File: config.mk
export PLATFORM = sky130hd
export DESIGN_NAME = i2c_config_sequencer
export DESIGN_NICKNAME = d
export VERILOG_FILES = /design/src/rtl/i2c_config_sequencer.sv
export SDC_FILE = /design/constraint.sdc
export NUM_CORES = 1
export LEC_CHECK = 0
export BUFFER_PORTS_ARGS = -buffer_cell sky130_fd_sc_hd__buf_2
export CELL_PAD_IN_SITES_DETAIL_PLACEMENT = 0
export CELL_PAD_IN_SITES_GLOBAL_PLACEMENT = 1
export CORE_MARGIN = 4
export CORE_UTILIZATION = 31
export CTS_CLUSTER_DIAMETER = 40
export DETAILED_ROUTE_END_ITERATION = 8
export PLACE_DENSITY_LB_ADDON = 0.08
export SLEW_MARGIN = 20
export SYNTH_ARGS = -nofsm -noshare
export SYNTH_HDL_FRONTEND = slang
export SYNTH_SLANG_ARGS = --single-unit
File: constraint.sdc
create_clock -name i_clk -period 2.65 [get_ports i_clk]
set_clock_uncertainty 0.05 [all_clocks]
set_input_delay 0.1325 -clock i_clk [delete_from_list [all_inputs] [get_ports i_clk]]
set_output_delay 0.1325 -clock i_clk [all_outputs]
set_load 0.1 [all_outputs]
File: src/rtl/i2c_config_sequencer.sv
// Write-only I2C master that streams NUM_CMDS 16-bit register words to one slave,
// retrying NACKed frames. Define I2C_CLK_STRETCH_EN to add i_sclk for slave clock stretching.
module i2c_config_sequencer #(
  parameter int          NUM_CMDS  = 7,
  parameter int          CLK_DIV   = 4,
  parameter logic [7:0]  DEV_ADDR  = 8'h34,
  parameter int          MAX_RETRY = 3
) (
  input  logic                    i_clk,
  input  logic                    i_rst,
  input  logic                    i_start,
  input  logic [16*NUM_CMDS-1:0]  i_cmds,
  input  logic                    i_sdat,
`ifdef I2C_CLK_STRETCH_EN
  input  logic                    i_sclk,
`endif
  output logic                    o_sclk,
  output logic                    o_sdat,
  output logic                    o_oen,
  output logic                    o_busy,
  output logic                    o_finished,
  output logic                    o_error,
  output logic [5:0]              o_cmd_idx
);

  localparam int CW = $clog2(CLK_DIV);

  typedef enum logic [2:0] {
    S_IDLE, S_START, S_BIT, S_ACK, S_STOP, S_GAP, S_DONE, S_ERR
  } state_t;

  state_t        state;
  logic [CW-1:0] cnt;
  logic          hi;
  logic [4:0]    slot;
  logic [3:0]    retry;
  logic          nack;

  logic [15:0]   cmd;
  logic [26:0]   frame;
  logic [4:0]    nxt_slot;
  logic          nxt_ack, nxt_bit, cnt_end, hi_adv, nack_now;

`ifdef I2C_CLK_STRETCH_EN
  assign hi_adv = i_sclk;
`else
  assign hi_adv = 1'b1;
`endif

  always_comb begin
    cmd = '0;
    for (int k = 0; k < NUM_CMDS; k++)
      if (o_cmd_idx == 6'(k)) cmd = i_cmds[16*k +: 16];
  end

  // ACK slots carry a dummy 1; o_oen=0 there so it never reaches the bus
  assign frame    = {DEV_ADDR, 1'b1, cmd[15:8], 1'b1, cmd[7:0], 1'b1};
  assign nxt_slot = (state == S_START) ? 5'd0 : slot + 5'd1;
  assign nxt_ack  = (nxt_slot == 5'd8) || (nxt_slot == 5'd17) || (nxt_slot == 5'd26);
  assign nxt_bit  = frame[5'd26 - nxt_slot];
  assign cnt_end  = (cnt == CW'(CLK_DIV - 1));
  assign nack_now = (state == S_ACK) && i_sdat;

  always_ff @(posedge i_clk) begin
    if (i_rst) begin
      state      <= S_IDLE;
      cnt        <= '0;
      hi         <= 1'b0;
      slot       <= '0;
      retry      <= '0;
      nack       <= 1'b0;
      o_sclk     <= 1'b1;
      o_sdat     <= 1'b1;
      o_oen      <= 1'b1;
      o_busy     <= 1'b0;
      o_finished <= 1'b0;
      o_error    <= 1'b0;
      o_cmd_idx  <= '0;
    end else begin
      o_finished <= 1'b0;
      case (state)
        S_IDLE: if (i_start) begin
          state     <= S_START;
          o_busy    <= 1'b1;
          o_error   <= 1'b0;
          o_cmd_idx <= '0;
          retry     <= '0;
          cnt       <= '0;
          o_sclk    <= 1'b1;
          o_sdat    <= 1'b0;
          o_oen     <= 1'b1;
        end
        S_START, S_BIT, S_ACK: begin
          if (state != S_START && !hi) begin
            cnt <= cnt_end ? '0 : cnt + 1'b1;
            if (cnt_end) begin
              hi     <= 1'b1;
              o_sclk <= 1'b1;
            end
          end else if (hi_adv) begin
            if (!cnt_end) cnt <= cnt + 1'b1;
            else begin
              cnt <= '0;
              hi  <= 1'b0;
              if (state != S_START && (nack_now || slot == 5'd26)) begin
                state  <= S_STOP;
                nack   <= nack_now;
                o_sclk <= 1'b0;
                o_sdat <= 1'b0;
                o_oen  <= 1'b1;
              end else begin
                state  <= nxt_ack ? S_ACK : S_BIT;
                slot   <= nxt_slot;
                o_sclk <= 1'b0;
                o_sdat <= nxt_ack ? 1'b1 : nxt_bit;
                o_oen  <= ~nxt_ack;
              end
            end
          end
        end
        // low phase, then SCL-high phase, then SDA rises into GAP
        S_STOP: begin
          if (!hi) begin
            cnt <= cnt_end ? '0 : cnt + 1'b1;
            if (cnt_end) begin
              hi     <= 1'b1;
              o_sclk <= 1'b1;
            end
          end else if (hi_adv) begin
            cnt <= cnt_end ? '0 : cnt + 1'b1;
            if (cnt_end) begin
              state  <= S_GAP;
              hi     <= 1'b0;
              o_sdat <= 1'b1;
            end
          end
        end
        S_GAP: begin
          cnt <= cnt_end ? '0 : cnt + 1'b1;
          if (cnt_end) begin
            if (nack && retry < 4'(MAX_RETRY)) begin
              retry  <= retry + 1'b1;
              state  <= S_START;
              o_sdat <= 1'b0;
            end else if (nack) begin
              state   <= S_ERR;
              o_error <= 1'b1;
              o_busy  <= 1'b0;
            end else if (o_cmd_idx == 6'(NUM_CMDS - 1)) begin
              retry      <= '0;
              o_cmd_idx  <= '0;
              state      <= S_DONE;
              o_finished <= 1'b1;
              o_busy     <= 1'b0;
            end else begin
              retry     <= '0;
              o_cmd_idx <= o_cmd_idx + 1'b1;
              state     <= S_START;
              o_sdat    <= 1'b0;
            end
          end
        end
        S_DONE, S_ERR: state <= S_IDLE;
        default:       state <= S_IDLE;
      endcase
    end
  end

endmodule

After elaboration in Yosys (flattened, before gate mapping):

Cells that the tools add are included.

* register bits: 28
* bits in latches: 0
* bits in writable memories: 0
* bits in read-only memories: 0
* bits of input ports: 116
* output and inout port bits: 12
* memories kept: 0

* add/sub/neg operators: 5
* multiply operators: 0
* div/mod/pow operators: 0
* order comparisons: 2
* equality and inequality tests: 33
* shifts and indexed selects: 0
* muxes and demuxes: 73
* bitwise operators: 5
* reduce and logical (&&, ||, !) cells: 32

Operator list (number)
* $mux W16: 7
* $mux W1: 33
* $mux W3: 10
* $mux W6: 5
* $ne A2 B2 Y1 const B: 10
* $reduce_and A4 Y1: 5
* $eq A6 B3 Y1 const B: 3
* $mux W4: 4
* $eq A5 B5 Y1 const B: 3
* $pmux W3 S5: 1
* $reduce_and A5 Y1: 3
* $eq A3 B3 Y1 const B: 4
* $eq A6 B2 Y1 const B: 2
* $ne A3 B3 Y1 const B: 4
* $pmux W6 S2: 1
* $reduce_or A5 Y1: 2
* $reduce_and A9 Y1: 1
* $pmux W1 S2: 4
* $pmux W4 S2: 1
* $reduce_bool A2 Y1: 4
* $add A6 B1 Y6 const B: 1
* $eq A3 B2 Y1 const B: 2
* $eq A6 B1 Y1 const B: 1
* $logic_not A6 Y1: 1
* 27 further kinds: 38

Depth between registers and ports, before layout:

Gate-level depths: netlist of run 1.

* word-level depth: 15
* gate-level depth with buffers: 12
* gate-level depth less buffers: 11

Worst setup path before layout of run 1:

No wires, ideal clock.

* path kind: register to register
* start: register o_cmd_idx[0]
* end: register o_sdat
* library setup time: 129 ps
* arrival time: 2795 ps
* required time: 2471 ps
* path slack: -324 ps
* cell stages (with the launch flop): 12
* period minus slack after synthesis: 2974 ps
* path through: dfxtp_1 inv_1 ha_1 nor2b_1 buf_2 buf_2 a221oi_1 o32ai_1 a32oi_1 o21ai_0 o211ai_1 a31oi_1

* cells in the longest elaborated chain, start to end: 15
* elaborated cells on any way between the ends: 23
* those cells by class: 7 x eq/ne; 14 x mux; 2 x reduce/logical

Ends and longest elaborated chain
* start, declared: line 23 `output logic [5:0] o_cmd_idx`
* start signal, assigned: line 157 `o_cmd_idx <= o_cmd_idx + 1'b1;`
* $logic_not A6 Y1: line 53 `if (o_cmd_idx == 6'(k)) cmd = i_cmds[16*k +: 16];`
* $mux W16 (7 in series): line 53
* $bmux W1 S5: line 60 `assign nxt_bit = frame[5'd26 - nxt_slot];`
* $mux W1 (implied by the code): line 60
* $mux W1: line 115 `o_sdat <= nxt_ack ? 1'b1 : nxt_bit;`
* $mux W1: line 105 `if (state != S_START && (nack_now || slot == 5'd26)) begin`
* $mux W1: line 101 `if (!cnt_end) cnt <= cnt + 1'b1;`
* $mux W1: line 94 `if (state != S_START && !hi) begin`
* $pmux W1 S4: line 81 `case (state)`
* end signal, assigned: line 115
* end, declared: line 18 `output logic o_sdat,`

Parallel ways exist; a longest one is shown, timed or not. The select of a mux whose other input is x is not followed.
A chain may end at the register's enable or synchronous reset.

Worst setup path after layout of run 1:

Same ends and word-level chain as after synthesis.

==> results.sh, run 1 <==
export IMPL_cts_tree="yes"
export IMPL_place_ws_ns=0.148
export IMPL_layout_nets=691
export IMPL_synthCells=434
export IMPL_p_seq_share_pct=43.0
export IMPL_synth_async_reset_ratio_pct=0
export IMPL_synth_area_per_cell_um2=7.24
export IMPL_clkSlewWorstSetupHoldPaths_ns=0.10
export IMPL_postCtsHoldBufs=0
export IMPL_yosys_cell_types_count=71
export IMPL_hold_path_depth=3
export IMPL_required_ns=2.80
export IMPL_tightest_slew_ns=0.562
export IMPL_hold_violations=0
export IMPL_max_cap_viol_count=0
export IMPL_drive_above_1_share_pct=33.8
export IMPL_antenna_left=0
export IMPL_tns_ns=0
export IMPL_vias_per_cell=5.52
export IMPL_synth_seq_cells=28
export IMPL_syn2layout_area_growth_pct=30.4
export IMPL_crit_fanout=43
export IMPL_die_y_um=109
export IMPL_syn_cell_area_um2=3140
export IMPL_die_w_um=109
export IMPL_timing_final_ws_setup_ns=0.195
export IMPL_synth_fp_nets=563
export IMPL_initial_core_util_pct=32.0
export IMPL_cts_root_buffer="clkbuf_8"
export IMPL_drt_wl_total_um=11900
export IMPL_wl_per_cell_um=17.2
export IMPL_fmax_mhz=407
export IMPL_synth_flop_cell="dfxtp_1"
export IMPL_dieArea_um2=11800
export IMPL_cts_buffers=3
export IMPL_antenna_found_initial=0
export IMPL_outcome="finished, final reports clean"
export IMPL_htree_levels=1
export IMPL_ir_drop_uv=226
export IMPL_power_density_nw_per_um2=249
export IMPL_grt_ovfl_total=0
export IMPL_gp_congestion=0.874
export IMPL_grt_pass1_wl_um=19600
export IMPL_synth_edff_count=0
export IMPL_grtUsageTotal_pct=20.4
export IMPL_drv_slew=0
export IMPL_combPwrFrac_pct=34.0
export IMPL_core_area_um2=9820
export IMPL_cp_start_kind="flop"
export IMPL_clockPowerShare_pct=23.0
export IMPL_p_leak_uw=0.00180
export IMPL_clk_latency_ns=0.28
export IMPL_first_iter_violations=176
export IMPL_grt_pass1_vias=3886
export IMPL_num_vias=3828
export IMPL_internal_power_uw=685
export IMPL_cts_num_sinks=28
export IMPL_switching_share_pct=32.8
export IMPL_end_kind="flop"
export IMPL_slew_headroom_pct=61.6
export IMPL_hpwl_um=9450
export IMPL_clockBufferDepth=2
export IMPL_setup_viol=0
export IMPL_dr_pass1_iters=4
export IMPL_num_antenna_cells=0
export IMPL_seq_area_frac_synth_pct=17.8
export IMPL_arrival_ns=2.61
export IMPL_drc=0
export IMPL_crit_type="reg -> reg"
export IMPL_switching_power_uw=334
export IMPL_io_pins=128
export IMPL_rows=36
export IMPL_numPortBuffers=127
export IMPL_reg2reg_depth=11
export IMPL_min_period_ns=2.45
export IMPL_hp_class="in -> reg"
export IMPL_fin_crit_sh_pct=92.6
export IMPL_grt_start_max_net_pins=44
export IMPL_rsz0062_at_grt="no"
export IMPL_yosys_warnings=0
==> layout make-up <==
type | count | area (um2)
repair buffers | 159 | 901
clock buffers | 3 | 41.3
multi-input cells | 350 | 2350
flip-flops and latches | 28 | 564
well taps | 133 | 166
inverters | 20 | 75.1
fillers | 1084 | 5720
==> repair_timing <==
item | CTS | global route
setup endpoints to repair | 0 | 1
endpoints found under the hold margin | 0 | 0
buffers inserted | 0 | 0
resized for setup | 0 | 1
==> critical path: stages, from the launching register on <==
cell	delay [ns]
dfxtp_2	0.36
inv_1	0.09
ha_1	0.23
buf_12	0.23
nand2b_1	0.27
buf_4	0.18
o22ai_1	0.06
mux2i_1	0.16
o221ai_1	0.13
nor3_1	0.26
o211ai_1	0.15
a31oi_1	0.19
==> path summary, 6_finish.rpt <==
check / start / end / slack (ns)
max: o_cmd_idx[0]$_SDFFE_PP0P_ / o_sdat$_SDFFE_PP1P_ / 0.20
max reg2reg: o_cmd_idx[0]$_SDFFE_PP0P_ / o_sdat$_SDFFE_PP1P_ / 0.20
min reg2reg: retry[3]$_SDFFE_PP0P_ / retry[3]$_SDFFE_PP0P_ / 0.43
min: i_sdat / nack$_SDFFE_PP0P_ / 0.10
==> placed cells by master, fill, tap and decap left out, drive strengths merged, types with 6 or more instances in the layout <==
| cell | netlist | layout |
|---|---|---|
| a211oi | 11 | 11 |
| o211ai | 9 | 9 |
| nand3b | 7 | 7 |
| nor3 | 14 | 14 |
| a21oi | 37 | 37 |
| ha | 13 | 13 |
| nor4 | 6 | 6 |
| nand2 | 31 | 31 |
| mux2i | 7 | 7 |
| and3 | 6 | 6 |
| nand3 | 25 | 25 |
| a221oi | 21 | 21 |
| nor2 | 39 | 39 |
| nand2b | 9 | 9 |
| o31ai | 12 | 12 |
| o21ai | 24 | 24 |
| a21o | 7 | 7 |
| buf | 22 | 159 |
| dfxtp | 28 | 28 |
| inv | 19 | 19 |
==> power by group through the flow <==
stage                     combinational (uW)  clock [uW]  sequential, uW
final                                    346         235             438
after global routing                     380         267             440
after CTS                                346         249             439
after detailed placement                 346           0             448
after global placement                   343           0             449
after floorplan                          161           0             486
==> flip-flops by register name (all words and copies together), names as in the netlist <==
signal / cells
o_cmd_idx: 6
retry: 4
nack: 1
o_error: 1
o_sclk: 1
slot: 5
state: 3
cnt: 2
o_finished: 1
o_sdat: 1
o_busy: 1
o_oen: 1
hi: 1
==> routing by layer <==
metal  part of all wire, %  global-route usage (%)
met1                    47                    27.8
met3                   4.8                    3.20
met5                     0                       0
met2                    48                    34.6
met4                   1.0                    3.07
==> cell usage after synthesis (7+ instances only) <==
| library cell | n | area, um2 |
|---|---|---|
| nor2_1 | 38 | 143 |
| a21oi_1 | 34 | 170 |
| nand2_1 | 30 | 113 |
| dfxtp_1 | 28 | 561 |
| nand3_1 | 24 | 120 |
| o21ai_0 | 22 | 110 |
| a221oi_1 | 20 | 175 |
| inv_1 | 17 | 63.8 |
| buf_2 | 16 | 80.1 |
| clkbuf_1 | 13 | 48.8 |
| ha_1 | 13 | 163 |
| nor3_1 | 12 | 60.1 |
| a211oi_1 | 11 | 82.6 |
| o31ai_1 | 11 | 82.6 |
| nand2b_1 | 9 | 56.3 |
| a21o_1 | 7 | 52.6 |
| mux2i_1 | 7 | 70.1 |
| nand3b_1 | 7 | 52.6 |
==> logic make-up (layout without fill, tap and decap cells) <==
kind of cell,Yosys count,in the layout,share of synthesized area (%)
buf+inv,56,182,7.84
simple gates,164,164,28.1
fa+ha+maj,13,13,5.18
xor+xnor,9,9,2.75
mux,8,8,2.59
compound gates,156,156,35.7
flops,28,28,17.8
==> metrics by stage <==
step                instance area (um2)  hold WS [ns]  utilization [%]  total power (uW)  instances
floorplan                          3150         0.248                -               648        434
global placement                   4060         0.406             41.3               792        690
detailed placement                 4060         0.395             41.3               794        690
CTS                                4100        0.0936             41.7              1030        693
global route                       4100        0.0926             41.7              1090        693
finish                             4100         0.104             41.7              1020        693
Note: power is estimated with default switching activity, not from simulation.
==> inputs of run 2 (changes only) <==
- CORE_ASPECT_RATIO: default -> 0.8
==> results.sh, run 2 (synthesis gave the netlist of run 1 again) <==
export IMPL_final_cell_mix="buf_2, nor2_1, a21oi_1"
export IMPL_drv_slew=0
export IMPL_die_w_um=121
export IMPL_hp_class="in -> reg"
export IMPL_dieArea_um2=11800
export IMPL_tns_ns=0
export IMPL_clk_latency_ns=0.27
export IMPL_core_area_um2=9770
export IMPL_grtUsageTotal_pct=19.9
export IMPL_layout_nets=692
export IMPL_wl_per_cell_um=17.3
export IMPL_cts_tree="yes"
export IMPL_p_total_uw=1170
export IMPL_drive_above_1_share_pct=34.0
export IMPL_nFillCells=1080
export IMPL_hpwl_um=9470
export IMPL_power_density_nw_per_um2=282
export IMPL_ir_drop_uv=230
export IMPL_syn2layout_area_growth_pct=32.6
export IMPL_grt_ovfl_total=0
export IMPL_cts_buffers=3
export IMPL_hold_path_depth=3
export IMPL_cts_root_buffer="clkbuf_16"
export IMPL_largestRegisters="o_cmd_idx x6, slot x5, retry x4"
export IMPL_r2r_slack_ns=0.16
export IMPL_grt_pass1_wl_um=19200
export IMPL_first_iter_violations=261
export IMPL_crit_reg2reg_launch="o_cmd_idx[0]$_SDFFE_PP0P_"
export IMPL_numPortBuffers=127
export IMPL_largest_reg_flops=6
export IMPL_dr_pass1_iters=5
export IMPL_end_kind="flop"
export IMPL_rsz0062_at_grt="no"
export IMPL_cts_num_sinks=28
export IMPL_setup_viol=0
export IMPL_antenna_found_initial=0
export IMPL_die_y_um=98.1
export IMPL_cp_start_kind="flop"
export IMPL_crit_fanout=33
export IMPL_antenna_left=0
export IMPL_min_period_ns=2.49
export IMPL_hold_violations=0
export IMPL_outcome="finished, final reports clean"
export IMPL_tightest_slew_ns=0.548
export IMPL_clkSlewWorstSetupHoldPaths_ns=0.07
export IMPL_min_from="i_sdat"
export IMPL_fmax_mhz=402
export IMPL_gp_congestion=0.867
export IMPL_fin_crit_sh_pct=93.8
export IMPL_arrival_ns=2.59
export IMPL_vias_per_cell=5.56
export IMPL_htree_levels=1
export IMPL_drc=0
export IMPL_num_vias=3879
export IMPL_initial_core_util_pct=32.2
export IMPL_grt_pass1_vias=3726
export IMPL_slew_headroom_pct=63.4
export IMPL_p_leak_uw=0.00183
export IMPL_grt_start_max_net_pins=41
export IMPL_max_cap_viol_count=0
export IMPL_num_antenna_cells=0
export IMPL_hold_end="nack$_SDFFE_PP0P_"
export IMPL_required_ns=2.75
export IMPL_rows=32
export IMPL_regMostFlops="o_cmd_idx"
export IMPL_r2r_end="o_sdat$_SDFFE_PP1P_"
export IMPL_final_common_cell="buf_2"
export IMPL_crit_type="reg -> reg"
export IMPL_io_pins=128
export IMPL_drt_wl_total_um=12100
export IMPL_clockBufferDepth=2
export IMPL_reg2reg_depth=10
export IMPL_holdWs_ns=0.107
## run 2: cell count changes in the layout (fill, tap and decap cells not counted), sizes merged
cell / delta
buf: +1
clkbuf: +1
## run 2: cell type report
cell class | count | area, um2 | share of cell area [%]
repair buffers | 160 | 908 | 21.8
multi-input cells | 350 | 2360 | 56.6
inverters | 20 | 75.1 | 1.80
well taps | 136 | 170 | 4.08
flip-flops and latches | 28 | 564 | 13.5
clock buffers | 4 | 88.8 | 2.13
## run 2: how the worst max path moves through the flow
stage / to / from / cells after the start
2_1_floorplan: o_sdat$_SDFFE_PP1P_ / slot[0]$_SDFFE_PP0P_ / 11
4_1_cts: o_sdat$_SDFFE_PP1P_ / slot[0]$_SDFFE_PP0P_ / 11
3_5_place_dp: o_sdat$_SDFFE_PP1P_ / o_cmd_idx[0]$_SDFFE_PP0P_ / 10
6_report: o_sdat$_SDFFE_PP1P_ / o_cmd_idx[0]$_SDFFE_PP0P_ / 10
3_3_place_gp: o_sdat$_SDFFE_PP1P_ / o_cmd_idx[0]$_SDFFE_PP0P_ / 10
5_1_grt: o_sdat$_SDFFE_PP1P_ / o_cmd_idx[1]$_SDFFE_PP0P_ / 10
## run 2: routing by layer
metal  wire (um)  up-vias  GRT usage, %
met5           0        -             0
met4          48        0          2.35
met3         685        6          3.30
met2        5570      112          31.7
met1        5770     1838          28.9
li1            -     1923             -
## run 2: report_power, final
part	switching [uW]	internal [uW]	leakage (uW)
sequential	8.97	431	0.000229
combinational	195	155	0.00156
clock	153	232	0.0000442
## run 2: stage by stage
step | std cells | instance area, um2 | utilization, % | worst slack [ns]
finish | 698 | 4170 | 42.7 | 0.164
floorplan | 434 | 3150 | - | 0.0316
global route | 698 | 4170 | 42.7 | 0.00252
CTS | 698 | 4160 | 42.5 | 0.144
detailed placement | 694 | 4070 | 41.6 | 0.174
global placement | 694 | 4070 | 41.6 | 0.200
## run 2: timing repair
item                                   4_1_cts  5_1_grt
setup endpoints to repair                    0        1
endpoints found under the hold margin        0        0
resized for setup                            0        2
setup buffers                                0        0
hold buffers                                 0        0
## run 2: critical path, stage by stage (launching register included)
cell	delay [ns]
dfxtp_2	0.38
inv_1	0.08
ha_1	0.27
buf_12	0.19
or2_2	0.31
a221oi_1	0.23
o32ai_1	0.15
a32oi_1	0.24
o21ai_0	0.10
o211ai_1	0.23
a31oi_1	0.12
==> inputs of run 3 (changes only) <==
--- a/config.mk
+++ b/config.mk
@@ -15,4 +15,5 @@
 export DETAILED_ROUTE_END_ITERATION = 8
 export PLACE_DENSITY_LB_ADDON = 0.08
+export SETUP_SLACK_MARGIN = 0.1
 export SLEW_MARGIN = 20
 export SYNTH_ARGS = -nofsm -noshare
==> constraint.sdc (replaced) <==
create_clock -name i_clk -period 2.65 [get_ports i_clk]
set_clock_uncertainty 0.05 [all_clocks]
set_input_delay 0.6625 -clock i_clk [delete_from_list [all_inputs] [get_ports i_clk]]
set_output_delay 0.6625 -clock i_clk [all_outputs]
set_load 0.1 [all_outputs]
==> results.sh, run 3 (synthesis gave the netlist of run 1 again) <==
export IMPL_outcome="finished, final reports clean"
export IMPL_rsz0062_at_grt="no"
export IMPL_tightest_slew_ns=0.565
export IMPL_grt_pass1_wl_um=19500
export IMPL_r2r_slack_ns=0.23
export IMPL_dieArea_um2=11800
export IMPL_drc=0
export IMPL_io_pins=128
export IMPL_ir_drop_uv=271
export IMPL_die_y_um=98.1
export IMPL_initial_core_util_pct=32.2
export IMPL_numPortBuffers=127
export IMPL_cp_slowest_stage_delay_ns=0.39
export IMPL_largest_reg_flops=6
export IMPL_min_period_ns=2.42
export IMPL_grtUsageTotal_pct=20.0
export IMPL_slew_headroom_pct=62.3
export IMPL_required_ns=2.75
export IMPL_num_antenna_cells=0
export IMPL_crit_chain="inv_1 > ha_1 > buf_6 > or2_2 > a221oi_2 > nor3_2 > nor4_1 > and4b_1 > o211ai_1 > a31oi_1"
export IMPL_seq_area_um2=569
export IMPL_path_delay_family="simple AND/OR/NAND/NOR gates"
export IMPL_regMostFlops="o_cmd_idx"
export IMPL_reg2reg_depth=10
export IMPL_grt_ovfl_total=0
export IMPL_drive_above_1_share_pct=36.2
export IMPL_clk_latency_ns=0.27
export IMPL_htree_levels=1
export IMPL_die_w_um=121
export IMPL_cts_num_sinks=28
export IMPL_syn2layout_area_growth_pct=36.1
export IMPL_r2r_end="o_sdat$_SDFFE_PP1P_"
export IMPL_hpwl_um=9470
export IMPL_num_vias=3887
export IMPL_cp_startpoint="o_cmd_idx[0]$_SDFFE_PP0P_"
export IMPL_postCtsHoldBufs=0
export IMPL_path_buf_inv=2
export IMPL_dr_pass1_iters=5
export IMPL_crit_reg2reg_launch="o_cmd_idx[0]$_SDFFE_PP0P_"
export IMPL_clockBufferDepth=2
export IMPL_cts_buffers=3
export IMPL_stdcell_area_um2=4280
export IMPL_clkSlewWorstSetupHoldPaths_ns=0.07
export IMPL_antenna_left=0
export IMPL_core_area_um2=9770
export IMPL_antenna_found_initial=0
export IMPL_drt_wl_total_um=12300
export IMPL_crit_type="reg -> reg"
export IMPL_vias_per_cell=5.58
export IMPL_final_cell_mix="buf_2, nor2_1, a21oi_1"
export IMPL_fin_crit_sh_pct=91.2
export IMPL_p_leak_uw=0.00184
export IMPL_hp_class="reg -> reg"
export IMPL_max_cap_viol_count=0
export IMPL_nFillCells=1060
export IMPL_largestRegisters="o_cmd_idx x6, slot x5, retry x4"
export IMPL_drv_slew=0
export IMPL_setup_viol=0
export IMPL_place_area_um2=4020
export IMPL_cp_start_kind="flop"
export IMPL_hold_path_depth=1
export IMPL_rows=32
export IMPL_hold_end="o_oen$_SDFFE_PP1P_"
export IMPL_grt_pass1_vias=3788
export IMPL_grt_start_max_net_pins=41
export IMPL_hold_violations=0
export IMPL_wl_per_cell_um=17.6
export IMPL_first_iter_violations=273
export IMPL_crit_fanout=23
export IMPL_fmax_mhz=414
export IMPL_tns_ns=0
export IMPL_end_kind="flop"
export IMPL_final_common_cell="buf_2"
export IMPL_gp_congestion=0.904
export IMPL_power_density_nw_per_um2=294
export IMPL_cp_slowest_cell="dfxtp_4"
export IMPL_cts_root_buffer="clkbuf_16"
export IMPL_min_from="o_oen$_SDFFE_PP1P_"
export IMPL_multi_input_area_um2=2440
export IMPL_layout_nets=691
export IMPL_arrival_ns=2.52
export IMPL_cts_tree="yes"
[run 3: cell types whose count changed in the layout (fill, tap and decap cells not counted), sizes merged]
| cell | before | now |
|---|---|---|
| buf | 160 | 158 |
| bufinv | 0 | 1 |
[run 3: worst max-delay path by stage]
stage	depth (start not counted)	endpoint	slack (ns)
after floorplan	12	o_sdat$_SDFFE_PP1P_	0.15
after global placement	10	o_sdat$_SDFFE_PP1P_	0.28
after detailed placement	11	o_sdat$_SDFFE_PP1P_	0.19
after CTS	11	o_sdat$_SDFFE_PP1P_	0.16
after global routing	10	o_sdat$_SDFFE_PP1P_	0.11
final	10	o_sdat$_SDFFE_PP1P_	0.23
[run 3: final cells by class]
class                   count  area share (%)
multi-input cells         350            57.1
repair buffers            159            21.4
flip-flops and latches     28            13.3
well taps                 136            3.98
clock buffers               3            1.76
inverters                  20            1.76
clock inverters             1           0.702
[run 3: per-stage QoR]
stage	setup WS, ns	instances	total power, uW	util [%]	hold WS [ns]
after CTS	0.156	693	1260	42.3	0.429
after detailed placement	0.188	689	792	41.2	0.412
after global routing	0.112	697	1330	43.8	0.453
final	0.234	697	1260	43.8	0.426
after floorplan	0.146	434	646	-	0.407
after global placement	0.281	689	793	41.2	0.409
[run 3: power breakdown]
group | switching [uW] | internal (uW) | leakage, uW | total, uW
combinational | 200 | 160 | 0.00156 | 360
sequential | 8.11 | 429 | 0.000229 | 437
clock | 157 | 302 | 0.0000511 | 458
total | 365 | 891 | 0.00184 | 1260
[run 3: routing by layer]
layer	GRT usage, %	share of wire (%)	vias up	wire length (um)
li1	-	-	1913	-
met1	28.9	49	1827	5980
met2	30.2	43	128	5310
met3	4.69	6.6	19	811
met4	4.01	1.4	0	174
met5	0	0	-	0
[run 3: worst reg2reg max path: cells and delay by family, from the launching register on]
kind                       cells  cell delay (ns)
adders and majority gates      1             0.24
and+or+nand+nor                4             0.98
buffers and inverters          2             0.25
DFF                            1             0.39
AOI/OAI and AO/OA              3             0.41
[run 3: what timing repair did]
action | in CTS | in global routing
gates resized for setup | 0 | 18
endpoints found under the setup margin | 0 | 1
buffers inserted | 0 | 3
